===== src/rtl/trig_rate_scaler.sv =====
// Per-second trigger, veto and busy-time scaler with uptime counter.
// Totals are latched at each second strobe; rate_valid qualifies them after the first full window.
module trig_rate_scaler #(
  parameter int unsigned CNT_W  = 24,
  parameter int unsigned BUSY_W = 20
) (
  input  logic              clk_133m,
  input  logic              rst,
  input  logic              usec_133m,
  input  logic              sec_133m,
  input  logic              trig_in,
  input  logic              busy,
  output logic [CNT_W-1:0]  trig_rate,
  output logic [CNT_W-1:0]  veto_rate,
  output logic [BUSY_W-1:0] busy_us,
  output logic [31:0]       uptime_sec,
  output logic              rate_upd,
  output logic              rate_valid
);

  localparam int unsigned UP_W = 32;

  typedef enum logic [1:0] {
    S_PARTIAL = 2'd0,
    S_FIRST   = 2'd1,
    S_RUN     = 2'd2
  } state_t;

  state_t state_q, state_d;

  logic              trig_d;
  logic              trig_ev, veto_ev, us_ev;
  logic [CNT_W-1:0]  trig_acc, veto_acc, trig_nxt, veto_nxt;
  logic [BUSY_W-1:0] busy_acc, busy_nxt;

  assign trig_ev = trig_in & ~trig_d;
  assign veto_ev = trig_ev & busy;
  assign us_ev   = usec_133m & busy;

  // Saturating next values; they include the current cycle's event so a close captures it.
  always_comb begin
    trig_nxt = trig_acc;
    veto_nxt = veto_acc;
    busy_nxt = busy_acc;
    if (trig_ev && !(&trig_acc)) trig_nxt = trig_acc + CNT_W'(1);
    if (veto_ev && !(&veto_acc)) veto_nxt = veto_acc + CNT_W'(1);
    if (us_ev && !(&busy_acc))   busy_nxt = busy_acc + BUSY_W'(1);
  end

  // Validity state: partial first window, then first full window, then running.
  always_comb begin
    state_d = state_q;
    case (state_q)
      S_PARTIAL: if (sec_133m) state_d = S_FIRST;
      S_FIRST:   if (sec_133m) state_d = S_RUN;
      S_RUN:     state_d = S_RUN;
      default:   state_d = S_PARTIAL;
    endcase
  end

  always_ff @(posedge clk_133m) begin
    if (rst) begin
      state_q <= S_PARTIAL;
    end else begin
      state_q <= state_d;
    end
  end

  always_ff @(posedge clk_133m) begin
    if (rst) begin
      trig_d     <= 1'b0;
      trig_acc   <= '0;
      veto_acc   <= '0;
      busy_acc   <= '0;
      trig_rate  <= '0;
      veto_rate  <= '0;
      busy_us    <= '0;
      uptime_sec <= '0;
      rate_upd   <= 1'b0;
      rate_valid <= 1'b0;
    end else begin
      trig_d     <= trig_in;
      rate_upd   <= sec_133m;
      rate_valid <= (state_d == S_RUN);
      if (sec_133m) begin
        trig_rate  <= trig_nxt;
        veto_rate  <= veto_nxt;
        busy_us    <= busy_nxt;
        uptime_sec <= uptime_sec + UP_W'(1);
        trig_acc   <= '0;
        veto_acc   <= '0;
        busy_acc   <= '0;
      end else begin
        trig_acc <= trig_nxt;
        veto_acc <= veto_nxt;
        busy_acc <= busy_nxt;
      end
    end
  end

endmodule

===== config.mk =====
export PLATFORM = sky130hd
export DESIGN_NAME = trig_rate_scaler
export DESIGN_NICKNAME = d
export VERILOG_FILES = /design/src/rtl/trig_rate_scaler.sv
export SDC_FILE = /design/constraint.sdc
export NUM_CORES = 1
export LEC_CHECK = 0
export BUFFER_PORTS_ARGS = -buffer_cell sky130_fd_sc_hd__buf_2
export CAP_MARGIN = 20
export CORE_MARGIN = 3
export CORE_UTILIZATION = 55
export CTS_BUF_LIST = sky130_fd_sc_hd__clkbuf_16
export DETAILED_ROUTE_END_ITERATION = 16
export PLACE_DENSITY = 0.77
export REMOVE_ABC_BUFFERS = 1
export SETUP_SLACK_MARGIN = 0.1
export SKIP_LAST_GASP = 1
export SYNTH_ARGS = -nofsm -noshare
export SYNTH_HDL_FRONTEND = slang
export SYNTH_SLANG_ARGS = --single-unit

===== constraint.sdc =====
create_clock -name clk_133m -period 2.85 [get_ports clk_133m]
set_clock_uncertainty 0.2 [all_clocks]
set_input_delay 0.7125 -clock clk_133m [delete_from_list [all_inputs] [get_ports clk_133m]]
set_output_delay 0.7125 -clock clk_133m [all_outputs]
set_load 0.05 [all_outputs]

==> flow_metrics.py, run 1 <==
metrics = {
    "clocking": {
        "cts_hold_buf": 0,
        "cts_inserted_buffers": 17,
        "clock_sinks": 173,
        "ctsLongestPathBuffers": 2,
        "cts-resized-gates": 0,
        "cts_tree": "yes",
        "htreeDepth": 4,
        "worst_skew_pair.late_latency_ns": 0.43,
        "root_buffer": "clkbuf_16",
        "cts_setup_buffers": 0,
        "clk_pin_slew_worst_paths_ns": 0.06,
    },
    "global_routing": {
        "antenna_found_initial": 0,
        "grt.overflow.total": 0,
        "grt_pass1_wl_um": 27000,
        "grt_max_degree": 73,
        "grt_use_total": 0.225,
        "grt_pass1_vias": 5700,
    },
    "sta": {
        "hold_viol_final": 0,
        "grt_setup_unrepaired": "false",
        "worstMarginPinSlew_ns": 0.846,
        "slew_violations": 0,
        "min_period_ns": 2.44,
        "setup_viol": 0,
        "fin_tns_setup_ns": 0,
        "fin_ws_ns": 0.407,
        "finalCritPeriodShare": 0.857,
        "max_freq_mhz": 409,
        "relSlewSlack": 0.434,
    },
    "die": {
        "start_util": 0.569,
        "fp.dieH_um": 121,
        "fp-row-count": 41,
        "num_io_pins": 108,
        "core-area_um2": 12700,
        "die_w_um": 121,
        "die-area_um2": 14600,
    },
    "setup_path": {
        "endpoint": "veto_rate[11]",
        "end_kind": "register",
        "r2r-end": "veto_rate[11]",
        "path_max_fanout": 13,
        "crit_type": "reg2reg",
        "r2r-start": "veto_acc[0]",
        "r2r_slack_ns": 0.41,
        "crit_required_ns": 2.99,
        "cp-start-kind": "register",
        "reg2reg_depth": 6,
        "arrival_ns": 2.58,
        "worstSetupStartpoint": "veto_acc[0]",
    },
    "logic_synthesis": {
        "synthFlopType": "dfxtp_1",
        "syn_area_um2": 7240,
        "yosys_register_bits": 173,
        "ys_warn_count": 0,
        "syn_inst": 814,
        "synth.avg_cell_area_um2": 8.90,
        "synth.distinct_cells": 47,
        "async_flop_share": 0,
        "synth_seq_area_share": 0.478,
        "synth_edf_count": 0,
    },
    "route": {
        "via_per_inst": 5.56,
        "drc": 0,
        "drtAntennaViolNets": 0,
        "wl_per_cell_um": 14.6,
        "drt_first_pass_iters": 4,
        "routed_wl_um": 16000,
        "drt_iter0_drc": 412,
        "vias": 6078,
    },
    "finish": {
        "fill_cells": 1096,
        "area_growth_syn_to_layout_pct": 18.7,
        "nNetsFinal": 918,
        "drive_above_1_share": 0.182,
        "n_antenna_cell": 0,
    },
    "job": {
        "cap_violations": 0,
    },
    "placed_design": {
        "place_congestion": 0.886,
        "dp_hpwl_um": 11100,
        "post-place-ws_ns": 0.374,
        "numPortBuffers": 107,
    },
    "power": {
        "power_density_nw_per_um2": 635,
        "ir_drop_uv": 441,
        "p_leak_nw": 3.21,
    },
    "hold_path": {
        "holdPathStages": 1,
        "hp-class": "reg2reg",
    },
    "outcome": {
        "status": "finished, final reports clean",
    },
}
## flip-flops by register name, summed over array words and instances (netlist names)
signal      cells
busy_us        20
veto_acc       24
rate_upd        1
trig_acc       24
uptime_sec     32
rate_valid      1
state_q         2
veto_rate      24
trig_rate      24
busy_acc       20
trig_d          1
## cells in the final DEF, fill, tap and decap left out, drive strengths merged, types with 3 or more instances in the layout
cell	instances
nor3	8
or3	13
xor2	23
nand3	33
and3	12
a21oi	29
and2	5
buf	127
nor2	143
clkbuf	17
nand4	37
a211oi	52
or2	3
clkinv	6
a2111oi	5
mux2i	5
o21ai	25
and4	20
ha	4
dfxtp	173
a311oi	13
inv	6
a31oi	8
nand2b	4
xnor2	56
nand2	50
bufinv	6
nor4	14
## report_power, final
| group | switching, mW | total (mW) | internal [mW] |
|---|---|---|---|
| Clock | 0.962 | 2.61 | 1.64 |
| Combinational | 0.278 | 0.363 | 0.0850 |
| Sequential | 0.0285 | 2.49 | 2.47 |
## cell usage after synthesis (3+ instances only)
library cell  number  area [µm²]
nor4_1            13        81.3
a311oi_1          13         114
a31oi_1            8        50.1
nor3_1             8        40.0
ha_1               4        50.1
a211oi_1          52         390
and3_1            12        75.1
nand3_1           33         165
xnor2_1           56         490
or3_1             13        81.3
nor2_1           143         537
and4_1            19         166
inv_1              5        18.8
a2111oi_2          4        60.1
nand4_1           37         231
and2_1             5        31.3
or2_2              3        18.8
nand2_1           50         188
nand2b_1           4        25.0
clkbuf_1          44         165
mux2i_1            5        50.1
a21oi_1           29         145
buf_2              5        25.0
xor2_1            23         201
o21ai_0           24         120
dfxtp_1          173        3460
## worst min path at each step
stage / start / end / slack (ns)
6_report: state_q[1] / state_q[0] / 0.24
3_5_place_dp: state_q[1] / state_q[0] / 0.23
5_1_grt: state_q[1] / state_q[0] / 0.27
2_1_floorplan: state_q[1] / state_q[0] / 0.21
4_1_cts: state_q[1] / state_q[0] / 0.24
3_3_place_gp: state_q[1] / state_q[0] / 0.22
## per-layer routing
metal / global-route usage / vias up / share of wire
met4: 0.0744 / 0 / 0.013
met1: 0.302 / 2834 / 0.49
met3: 0.0454 / 16 / 0.037
met2: 0.366 / 119 / 0.46
met5: 0 / - / 0
li1: - / 3109 / -
## final cells by class
class,instances,area [µm²],area share
multi-input cells,584,3540,0.412
clock buffers,17,425,0.0495
well taps,172,215,0.0250
repair buffers,127,688,0.0800
flip-flops and latches,173,3460,0.403
clock inverters,15,244,0.0284
inverters,5,18.8,0.00218
## critical path: stages, from the launching register on
cell,delay (ns)
dfxtp_1,0.36
ha_1,0.22
and3_1,0.22
and3_1,0.30
a311o_1,0.41
or3_1,0.38
a311oi_1,0.26
## kinds of logic after synthesis
family / synth area share
and+or+nand+nor: 0.238
DFF: 0.478
AOI/OAI and AO/OA: 0.142
xor gates and xnor gates: 0.0955
buffers and inverters: 0.0325
muxes: 0.00691
adders and majority gates: 0.00691
## metrics by stage
stage | area (µm²) | std cells | utilization | power, mW | hold WS [ns]
global placement | 7930 | 1061 | 0.623 | 2.91 | 0.222
detailed placement | 7930 | 1061 | 0.623 | 2.91 | 0.231
floorplan | 7030 | 762 | - | 2.78 | 0.212
finish | 8600 | 1093 | 0.676 | 5.46 | 0.242
global route | 8600 | 1093 | 0.676 | 5.63 | 0.266
CTS | 8600 | 1093 | 0.676 | 5.49 | 0.239
Power figures use the tool's default switching activity.
==> run 2: changes to the inputs <==
--- a/config.mk
+++ b/config.mk
@@ -11,7 +11,9 @@
 export CORE_UTILIZATION = 55
 export CTS_BUF_LIST = sky130_fd_sc_hd__clkbuf_16
 export DETAILED_ROUTE_END_ITERATION = 16
+export MAX_ROUTING_LAYER = met4
 export PLACE_DENSITY = 0.77
+export RECOVER_POWER = 25
 export REMOVE_ABC_BUFFERS = 1
 export SETUP_SLACK_MARGIN = 0.1
 export SKIP_LAST_GASP = 1
==> flow_metrics.py, run 2 (synthesis results as in run 1) <==
metrics = {
    "hold_path": {
        "hp-start": "state_q[1]",
        "whs_endpoint": "state_q[0]",
        "holdPathStages": 1,
        "hp-class": "reg2reg",
    },
    "outcome": {
        "status": "finished, final reports clean",
    },
    "global_routing": {
        "antenna_found_initial": 0,
        "grt.overflow.total": 0,
        "grt_pass1_wl_um": 27000,
        "grt_use_total": 0.232,
        "grt_max_degree": 73,
        "grt_pass1_vias": 5695,
    },
    "clocking": {
        "root_buffer": "clkbuf_16",
        "worst_skew_pair.late_latency_ns": 0.43,
        "cts_inserted_buffers": 17,
        "clk_pin_slew_worst_paths_ns": 0.06,
        "cts_hold_buf": 0,
        "ctsLongestPathBuffers": 2,
        "cts_setup_buffers": 0,
        "cts-resized-gates": 0,
        "htreeDepth": 4,
        "cts_tree": "yes",
        "clock_sinks": 173,
    },
    "sta": {
        "min_period_ns": 2.59,
        "finalCritPeriodShare": 0.909,
        "fin_ws_ns": 0.259,
        "relSlewSlack": 0.0273,
        "max_freq_mhz": 386,
        "fin_tns_setup_ns": 0,
        "worstMarginPinSlew_ns": 1.46,
        "setup_viol": 0,
        "grt_setup_unrepaired": "false",
        "slew_violations": 0,
        "hold_viol_final": 0,
    },
    "setup_path": {
        "end_kind": "register",
        "r2r-end": "veto_rate[11]",
        "r2r-start": "veto_acc[0]",
        "reg2reg_depth": 6,
        "path_max_fanout": 24,
        "cp-start-kind": "input port",
        "crit_type": "in2reg",
        "r2r_slack_ns": 0.38,
        "arrival_ns": 2.70,
        "crit_required_ns": 2.96,
    },
    "die": {
        "core-area_um2": 12700,
        "die-area_um2": 14600,
        "fp.dieH_um": 121,
        "fp-row-count": 41,
        "num_io_pins": 108,
        "die_w_um": 121,
        "start_util": 0.569,
    },
    "route": {
        "drt_iter0_drc": 375,
        "drt_first_pass_iters": 5,
        "drc": 0,
        "wl_per_cell_um": 14.7,
        "drtAntennaViolNets": 0,
        "via_per_inst": 5.57,
        "vias": 6084,
        "routed_wl_um": 16000,
    },
    "finish": {
        "nNetsFinal": 918,
        "final_area_um2": 8540,
        "drive_above_1_share": 0.137,
        "final_cell_mix": "173 x dfxtp_1, 143 x nor2_1, 66 x buf_2",
        "area_growth_syn_to_layout_pct": 17.9,
        "regMostFlops": "uptime_sec",
        "fin_util": 0.671,
        "largest_reg_flops": 32,
        "final_common_cell": "dfxtp_1",
        "final_cells": 1093,
        "n_antenna_cell": 0,
    },
    "job": {
        "cap_violations": 0,
    },
    "power": {
        "p_sw_mw": 1.27,
        "p_leak_nw": 3.04,
        "power_density_nw_per_um2": 639,
        "internal_power_mw": 4.19,
        "pwr-share-clk": 0.478,
        "ir_drop_uv": 437,
        "power.share.combinational": 0.065,
        "swShare": 0.233,
        "power_frac_seq": 0.457,
    },
    "placed_design": {
        "numPortBuffers": 107,
        "dp_hpwl_um": 11100,
        "dp.cells": 1061,
        "place_congestion": 0.901,
        "post-place-ws_ns": 0.374,
        "place_area_um2": 7930,
    },
}
## run 2: routing by layer
metal,track usage,share of wire,up-vias
met5,-,0,-
met4,0.0744,0.014,0
met3,0.0449,0.033,18
met2,0.366,0.46,104
met1,0.302,0.49,2851
li1,-,-,3111
## run 2: critical path, stage by stage
cell and delay, ns:
clkbuf_1 0.24, clkbuf_1 0.75, or2_2 0.52, buf_4 0.36, nor2_1 0.10
## run 2: worst max-delay path by stage
stage / end / slack (ns) / depth (start not counted) / from
finish: trig_acc[20] / 0.26 / 5 / rst
global route: trig_rate[6] / 0.16 / 5 / rst
CTS: veto_rate[9] / 0.41 / 6 / veto_acc[0]
detailed placement: veto_rate[11] / 0.37 / 6 / trig_in
global placement: veto_rate[11] / 0.47 / 6 / trig_in
floorplan: busy_us[0] / 0.30 / 5 / busy_acc[12]
## run 2: layout make-up
type | count | area (µm²)
fillers | 1121 | 4180
multi-input cells | 584 | 3540
flip-flops and latches | 173 | 3460
repair buffers | 127 | 628
clock buffers | 17 | 425
clock inverters | 15 | 244
well taps | 172 | 215
inverters | 5 | 18.8
## run 2: per-stage QoR
| step | hold slack [ns] | power [mW] |
|---|---|---|
| after global placement | 0.222 | 2.91 |
| final | 0.242 | 5.46 |
| after CTS | 0.239 | 5.49 |
| after floorplan | 0.212 | 2.78 |
| after global routing | 0.266 | 5.62 |
| after detailed placement | 0.231 | 2.91 |
## run 2: power by group through the flow
stage               Combinational (mW)  Clock (mW)  Sequential (mW)
finish                           0.355        2.61             2.49
global placement                 0.361           0             2.55
CTS                              0.366        2.63             2.49
floorplan                       0.0906           0             2.69
detailed placement               0.364           0             2.55
global route                     0.382        2.74             2.50
==> run 3: changes to the inputs <==
--- a/config.mk
+++ b/config.mk
@@ -12,9 +12,8 @@
 export CTS_BUF_LIST = sky130_fd_sc_hd__clkbuf_16
 export DETAILED_ROUTE_END_ITERATION = 16
 export MAX_ROUTING_LAYER = met4
-export PLACE_DENSITY = 0.77
+export PLACE_DENSITY = 0.81
 export RECOVER_POWER = 25
-export REMOVE_ABC_BUFFERS = 1
 export SETUP_SLACK_MARGIN = 0.1
 export SKIP_LAST_GASP = 1
 export SYNTH_ARGS = -nofsm -noshare
==> flow_metrics.py, run 3 (synthesis results as in run 1) <==
metrics = {
    "placed_design": {
        "place_area_um2": 7900,
        "dp.cells": 1057,
        "post-place-ws_ns": 0.423,
        "numPortBuffers": 107,
        "place_congestion": 0.909,
        "dp_hpwl_um": 11200,
    },
    "sta": {
        "slew_violations": 0,
        "fin_ws_ns": 0.384,
        "finalCritPeriodShare": 0.865,
        "hold_viol_final": 0,
        "grt_setup_unrepaired": "false",
        "fin_tns_setup_ns": 0,
        "worstMarginPinSlew_ns": 0.934,
        "max_freq_mhz": 406,
        "setup_viol": 0,
        "holdWs_ns": 0.236,
        "relSlewSlack": 0.377,
        "min_period_ns": 2.47,
    },
    "finish": {
        "nNetsFinal": 914,
        "area_growth_syn_to_layout_pct": 16.4,
        "final_cells": 1089,
        "n_antenna_cell": 0,
        "largest_reg_flops": 32,
        "fill_cells": 1122,
        "drive_above_1_share": 0.120,
        "regMostFlops": "uptime_sec",
        "final_cell_mix": "173 x dfxtp_1, 143 x nor2_1, 57 x buf_2",
        "final_common_cell": "dfxtp_1",
        "final_area_um2": 8430,
        "fin_util": 0.663,
    },
    "route": {
        "drt_iter0_drc": 488,
        "routed_wl_um": 16600,
        "vias": 6200,
        "wl_per_cell_um": 15.2,
        "drc": 0,
        "drt_first_pass_iters": 5,
        "via_per_inst": 5.69,
        "drtAntennaViolNets": 0,
    },
    "die": {
        "start_util": 0.569,
        "fp-row-count": 41,
        "fp.dieH_um": 121,
        "die_w_um": 121,
        "core-area_um2": 12700,
        "die-area_um2": 14600,
        "num_io_pins": 108,
    },
    "power": {
        "ir_drop_uv": 444,
        "internal_power_mw": 3.99,
        "p_sw_mw": 1.23,
        "power.share.combinational": 0.067,
        "power_density_nw_per_um2": 619,
        "swShare": 0.236,
        "pwr-share-clk": 0.454,
        "fin_total_pwr_mw": 5.22,
        "power_frac_seq": 0.479,
        "p_leak_nw": 2.95,
    },
    "clocking": {
        "cts_tree": "yes",
        "cts-resized-gates": 0,
        "root_buffer": "clkbuf_16",
        "clk_pin_slew_worst_paths_ns": 0.06,
        "cts_inserted_buffers": 17,
        "cts_setup_buffers": 0,
        "clock_sinks": 173,
        "ctsLongestPathBuffers": 2,
        "htreeDepth": 4,
        "cts_hold_buf": 0,
        "worst_skew_pair.late_latency_ns": 0.43,
    },
    "global_routing": {
        "grt_pass1_vias": 5666,
        "grt.overflow.total": 0,
        "grt_max_degree": 93,
        "grt_pass1_wl_um": 27400,
        "grt_use_total": 0.237,
        "antenna_found_initial": 0,
    },
    "hold_path": {
        "hp-class": "reg2reg",
    },
    "logic_synthesis": {
        "synthesis.nets": 824,
    },
    "setup_path": {
        "crit_required_ns": 2.97,
        "end_kind": "register",
        "cp-start-kind": "register",
        "arrival_ns": 2.59,
        "path_max_fanout": 18,
        "crit_type": "reg2reg",
    },
    "outcome": {
        "status": "finished, final reports clean",
    },
    "job": {
        "cap_violations": 0,
    },
}
[run 3: changes by cell type in the layout (fill, tap and decap cells not counted), sizes merged]
cell / change
clkinvlp: +2
clkbuf: +9
buf: -13
bufinv: -2
[run 3: cell type report]
cell class	instances	area [µm²]	area share
clock buffers	17	425	0.0504
clock inverters	15	179	0.0212
inverters	5	18.8	0.00223
multi-input cells	584	3540	0.420
flip-flops and latches	173	3460	0.411
well taps	172	215	0.0255
repair buffers	123	588	0.0697
[run 3: path summary, 6_finish.rpt]
kind                    start            end  slack [ns]  depth (start not counted)
setup / recovery  trig_acc[0]  trig_rate[16]        0.38                          6
hold reg to reg    state_q[1]     state_q[0]        0.24                          1
setup reg to reg  trig_acc[0]  trig_rate[16]        0.38                          6
hold / removal     state_q[1]     state_q[0]        0.24                          1
[run 3: layer usage]
| metal | up-vias | global-route usage | wire, µm |
|---|---|---|---|
| met3 | 21 | 0.0529 | 838 |
| met2 | 180 | 0.363 | 7610 |
| met5 | - | - | 0 |
| met1 | 2885 | 0.314 | 7850 |
| met4 | 0 | 0.0800 | 263 |
| li1 | 3114 | - | - |
[run 3: critical path, stage by stage, from the launching register on]
cell      delay, ns
dfxtp_1        0.33
ha_1           0.23
and4_1         0.30
and4_4         0.28
a211o_4        0.39
or3_1          0.34
a311oi_1       0.30
[run 3: power groups by stage]
stage	Combinational (mW)	Sequential, mW	Clock [mW]
final	0.352	2.50	2.37
after global routing	0.375	2.50	2.50
after floorplan	0.132	2.69	0
after CTS	0.363	2.50	2.39
after detailed placement	0.361	2.55	0
after global placement	0.358	2.55	0
